[config.mk]
export PLATFORM = sky130hd
export DESIGN_NAME = pipe_skid_reg
export DESIGN_NICKNAME = d
export VERILOG_FILES = /design/src/rtl/pipe_skid_reg.sv
export SDC_FILE = /design/constraint.sdc
export NUM_CORES = 1
export LEC_CHECK = 0
export BUFFER_PORTS_ARGS = -buffer_cell sky130_fd_sc_hd__clkbuf_2
export CELL_PAD_IN_SITES_DETAIL_PLACEMENT = 1
export CELL_PAD_IN_SITES_GLOBAL_PLACEMENT = 1
export CORE_MARGIN = 1
export CORE_UTILIZATION = 40
export CTS_BUF_LIST = sky130_fd_sc_hd__clkbuf_4 sky130_fd_sc_hd__clkbuf_8
export DETAILED_ROUTE_END_ITERATION = 12
export GPL_TIMING_DRIVEN = 1
export PLACE_DENSITY = 0.83
export SKIP_CTS_REPAIR_TIMING = 1
export SLEW_MARGIN = 15
export SYNTH_ARGS = -nofsm -noshare
export SYNTH_HDL_FRONTEND = slang
export SYNTH_SLANG_ARGS = --single-unit
[constraint.sdc]
create_clock -name clk -period 1.8 [get_ports clk]
set_clock_uncertainty 0.1 [all_clocks]
set_input_delay 0.18 -clock clk [delete_from_list [all_inputs] [get_ports clk]]
set_output_delay 0.18 -clock clk [all_outputs]
set_load 0.1 [all_outputs]
[src/rtl/pipe_skid_reg.sv]
// Registered pipeline stage with a one-entry skid buffer. out_valid and in_ready
// come only from registered state, so the stage fully cuts both handshake paths.
module pipe_skid_reg #(
    parameter int unsigned     DW     = 32,
    parameter logic [DW-1:0]   BUBBLE = '0
) (
    input  logic          clk,
    input  logic          rst,
    input  logic          flush,
    input  logic          in_valid,
    output logic          in_ready,
    input  logic [DW-1:0] in_data,
    output logic          out_valid,
    input  logic          out_ready,
    output logic [DW-1:0] out_data,
    output logic [1:0]    count
);

    // Encoding doubles as the held-payload count, so count is the state itself.
    typedef enum logic [1:0] {
        ST_EMPTY = 2'd0,
        ST_ONE   = 2'd1,
        ST_FULL  = 2'd2
    } state_e;

    state_e        state_q, state_d;
    logic [DW-1:0] m_q, m_d;
    logic [DW-1:0] s_q, s_d;
    logic          in_fire;
    logic          out_fire;

    // Handshake: a transfer happens on a rising edge where valid and ready are both 1.
    assign out_valid = (state_q != ST_EMPTY);
    assign in_ready  = (state_q != ST_FULL);
    assign out_data  = m_q;
    assign count     = state_q;

    assign in_fire  = in_valid & in_ready;
    assign out_fire = out_valid & out_ready;

    always_comb begin
        state_d = state_q;
        m_d     = m_q;
        s_d     = s_q;
        if (flush) begin
            state_d = ST_EMPTY;
            m_d     = BUBBLE;
            s_d     = BUBBLE;
        end else begin
            case (state_q)
                ST_EMPTY: begin
                    if (in_fire) begin
                        state_d = ST_ONE;
                        m_d     = in_data;
                    end
                end
                ST_ONE: begin
                    if (in_fire && out_fire) begin
                        m_d = in_data;
                    end else if (in_fire) begin
                        state_d = ST_FULL;
                        s_d     = in_data;
                    end else if (out_fire) begin
                        state_d = ST_EMPTY;
                        m_d     = BUBBLE;
                    end
                end
                ST_FULL: begin
                    if (out_fire) begin
                        state_d = ST_ONE;
                        m_d     = s_q;
                        s_d     = BUBBLE;
                    end
                end
                default: begin
                    state_d = ST_EMPTY;
                    m_d     = BUBBLE;
                    s_d     = BUBBLE;
                end
            endcase
        end
    end

    always_ff @(posedge clk) begin
        if (rst) begin
            state_q <= ST_EMPTY;
            m_q     <= BUBBLE;
            s_q     <= BUBBLE;
        end else begin
            state_q <= state_d;
            m_q     <= m_d;
            s_q     <= s_d;
        end
    end

endmodule

Yosys cells after proc, flatten, opt, wreduce, memory -nomap -nowiden:

Index checks and enable logic that the tools add are counted.

* order comparisons: 0
* divide/modulo/power cells: 0
* add/subtract/negate cells: 0
* muxes and demuxes: 14
* equal/unequal tests: 10
* shifts and indexed selects: 0
* reduce and logical (&&, ||, !) cells: 7
* bitwise operators: 3
* multipliers: 0

Operators with widths (number)
* $mux 32: 6
* $pmux 32 s3: 2
* $reduce_and 4->1: 3
* $mux 2: 5
* $ne 2x2->1 const B: 5
* $ne 3x3->1 const B: 3
* $pmux 2 s3: 1
* $and 1x1->1: 2
* $eq 2x1->1 const B: 1
* $eq 2x2->1 const B: 1
* $logic_not 2->1: 1
* $reduce_bool 2->1: 1
* $reduce_or 2->1: 1
* $logic_and 1x1->1: 1
* $not 1->1: 1

* input port bits: 37
* output and inout bits: 36
* memory bits (writable): 0
* memory bits (read-only): 0
* memories kept: 0
* latch bits: 0
* register bits: 66

Longest topological paths before layout:

* word-level depth: 6
* mapped depth: 6
* depth with buffers taken out: 3

Worst setup path before layout:

Ideal clock, no wire load.

* kind: flip-flop to flip-flop
* start point: reg state_q[0], in the netlist count[0]
* end point: reg m_q[13], in the netlist out_data[13]
* cell stages (with the launch flop): 6
* arrival time: 2.301 ns
* required time: 1.578 ns
* setup slack: -0.723 ns
* buffers on the path: 2
* cell sequence: dfxtp_1 -> nand2b_1 -> buf_2 -> buf_2 -> nor3_1 -> a221o_1

* longest elaborated chain between the ends: 5

RTL lines
* start: declaration: RTL line 26 `state_e state_q, state_d;`
* start signal: assignment: RTL line 90 `state_q <= state_d;`
* $ne 2x2->1 *: RTL line 34 `assign in_ready = (state_q != ST_FULL);`
* via in_ready: RTL line 11 `output logic in_ready,`
* $and 1x1->1 *: RTL line 38 `assign in_fire = in_valid & in_ready;`
* $logic_and 1x1->1: RTL line 58 `if (in_fire && out_fire) begin`
* $ne 3x3->1 (no source line) or $mux 32 (tied branches)
* $reduce_and 4->1 (no source line) or $pmux 32 s3 (tied branches)
* end signal: assignment: RTL line 91 `m_q <= m_d;`
* end: declaration: RTL line 27 `logic [DW-1:0] m_q, m_d;`

The timed path passes the listed nets; every way through them passes the cells marked *.
A chain may end at the register's enable or synchronous reset.

Final worst setup path:

* start point: reg state_q[1], in the netlist count[1]
* end point: reg m_q[30], in the netlist out_data[30]

* longest elaborated chain between the ends: 5

RTL lines (RTL line)
* $ne 2x2->1 or $reduce_bool 2->1 (tied branches): 34, 33
* $and 1x1->1, on equally long branches: 38, 39
* $logic_and 1x1->1: 58
* $ne 3x3->1 (no source line) or $mux 32 (tied branches)
* $reduce_and 4->1 (no source line) or $pmux 32 s3 (tied branches)

Parallel ways exist; a longest one is shown, timed or not.

==> results.yml <==
sta:
  relSlewSlack_pct: 54.0
  layout_min_cycle_time_ns: 1.70
  whs_ns: 0.162
  rsz0062_at_grt: "no"
  clock.fmax_ghz: 0.588
  finalHoldViolCount: 0
  finalMaxSlewViolations: 0
  tightest_slew_ns: 0.690
  setup_viol: 0
  finalCritPeriodShare_pct: 94.5
  setup_tns_ns: 0
  setup_slack_ns: 0.0982
detailed_routing:
  dr.pass1.iters: 4
  via_per_inst: 5.62
  drt_iter0_markers: 144
  routed_wl_um: 9680
  avgRoutedWirePerCell_um: 17.8
  drtAntennaViolNets: 0
  dr_total_vias: 3056
  route.detailed.drc: 0
global_route:
  grt_overflow_total: 0
  grt_pass1_vias: 2978
  antenna_found_initial: 0
  grt_usage_pct: 24.1
  grt_pass1_wl_um: 14200
  grt_max_degree: 66
cts:
  cts_tree: "yes"
  cts_buffers: 9
  cts_buffer_depth: 2
  cts_root_buf: "clkbuf_8"
  h-tree-depth: 3
  cts_sinks: 66
  clock_latency_ns: 0.35
  clkSlewWorstSetupHoldPaths_ns: 0.07
synthesis:
  syn_area_um2: 2930
  synth_area_leaders: "dfxtp_1 (45%), nand2_1 (12%), a221o_1 (11%), nand3b_1 (8.2%), a31oi_1 (6.8%)"
  yosys-top-cells-count: "nand2_1 (97), dfxtp_1 (66)"
  yosysMostFrequentCell: "nand2_1"
  yosysSeqAreaShare_pct: 45.1
  ys_async_sr_fraction_pct: 0
  synth_cells: 343
  yosysUniqueCellTypes: 24
  post-synth-top-area-cell: "dfxtp_1"
  syn_nets: 380
  postSynthAreaPerCell_um2: 8.53
  synth_top_area_share_pct: 45.1
  ys.flop_type: "dfxtp_1"
  yosys_warnings: 0
  synth-edff-count: 0
  ys_seq_elements: 66
die:
  rows: 30
  core_area_um2: 6940
  fp.dieW_um: 87.5
  initial_core_util_pct: 42.1
  die-area_um2: 7660
  die_h_um: 87.5
  ios: 73
place:
  preCtsSetupSlack_ns: -0.115
  placed_area_um2: 3470
  dpl.hpwl_um: 5410
  io_buffers: 72
  gp_congestion: 0.742
  placedCellCount: 494
setup_path:
  max_stage_delay_ns: 0.42
  cpLargestDelayFamily: "buffers and inverters"
  cp.required_ns: 1.99
  crit_type: "register to register"
  critPathArrivalTime_ns: 1.90
  critPathCaptureType: "register"
  worst-path-stages: 5
  reg2reg_from: "count[1]"
  path_max_fanout: 38
  crit_buf_inv: 2
  crit_chain: "buf_12 -> or3_4 -> o22ai_4 -> buf_4 -> a221o_1"
  crit_slowest_cell: "or3_4"
  crit_path_start_kind: "register"
  r2r_cells: 5
  cp-startpoint: "count[1]"
final_layout:
  fin_nets: 481
  num-fill-cells: 825
  final_area_um2: 4070
  final-seq-area_um2: 1330
  syn_to_final_growth_pct: 38.9
  n_antenna_cell: 0
  multi_input_area_um2: 1450
  instances_no_fill: 544
  layout-drive-gt1-share_pct: 26.6
run:
  drv_cap: 0
outcome:
  outcome: "finished clean"
pwr:
  vdd_ir_drop_max_uv: 536
  powerDensity_nw_per_um2: 833
  power.leakage_nw: 1.46
worst_hold_path:
  hold_depth: 3
  hp-class: "input pin to register"
  hp-start: "out_ready"
layer usage:
layer | part of all wire, % | wire length [um] | up-vias | global-route usage [%]
met2 | 52 | 4990 | 85 | 41.5
met4 | 1.2 | 114 | 0 | 7.30
met1 | 43 | 4190 | 1513 | 29.2
met3 | 3.9 | 379 | 12 | 6.97
li1 | - | - | 1446 | -
met5 | 0 | 0 | - | 0
flip-flops by register name, summed over array words and instances (netlist names):
signal    count
count         2
out_data     32
s_q          32
final timing paths:
check | end | slack [ns]
hold reg to reg | out_data[16] | 0.39
hold / removal | count[1] | 0.16
setup reg to reg | out_data[30] | 0.1
setup / recovery | out_data[30] | 0.1
cells in the final DEF, fill, tap and decap left out:
cell type | netlist | final
a21oi_1 | 2 | 2
a221o_1 | 32 | 32
a31oi_1 | 32 | 32
buf_12 | 0 | 8
buf_4 | 0 | 15
bufinv_16 | 0 | 1
clkbuf_16 | 0 | 1
clkbuf_2 | 0 | 69
clkbuf_8 | 0 | 11
clkinv_2 | 0 | 1
clkinv_4 | 0 | 1
clkinvlp_4 | 0 | 1
dfxtp_1 | 66 | 64
dfxtp_2 | 0 | 1
dfxtp_4 | 0 | 1
dlygate4sd3_1 | 0 | 32
mux2_2 | 1 | 1
mux2i_1 | 1 | 1
nand2_1 | 97 | 97
nand2b_1 | 2 | 1
nand2b_2 | 0 | 1
nand3b_1 | 32 | 32
nor2_2 | 0 | 1
nor2b_1 | 2 | 2
nor3_1 | 32 | 32
nor3b_4 | 0 | 1
nor4bb_4 | 0 | 1
o22ai_4 | 1 | 1
o32ai_1 | 1 | 1
or2_2 | 1 | 2
or3_1 | 1 | 1
or3_4 | 1 | 1
where the power goes:
group          internal [mW]  switching, mW  leakage (nW)  total (mW)
Clock                  0.707          0.589         0.101        1.30
Sequential              1.49         0.0237         0.536        1.52
Combinational          0.183          0.392         0.827       0.575
Total                   2.38           1.00          1.46        3.39
through the flow:
| stage | total power [mW] | utilization [%] |
|---|---|---|
| floorplan | 1.90 | - |
| global placement | 2.04 | 50.0 |
| detailed placement | 2.05 | 50.0 |
| CTS | 3.35 | 53.0 |
| global route | 3.52 | 58.5 |
| finish | 3.39 | 58.5 |
worst register-to-register path: stages, from the launching register on:
cell     delay (ns)
dfxtp_2        0.34
buf_12         0.17
or3_4          0.43
o22ai_4        0.17
buf_4          0.26
a221o_1        0.19
cells by family (layout without fill, tap and decap cells):
family          count (synthesis)  count (layout)  share of synthesized area, %
compound gates                 68              68                          19.1
buf+inv                        35             140                          6.11
flops                          66              66                          45.1
mux                             2               2                         0.727
simple gates                  172             172                          28.9
final cells by class:
class	count	share of cell area [%]
Timing Repair Buffer	125	23.7
Sequential cell	66	32.6
Multi-Input combinational cell	242	35.7
Tap cell	96	2.95
Clock inverter	4	1.26
Clock buffer	11	3.72
(Power assumes the default switching activity.)
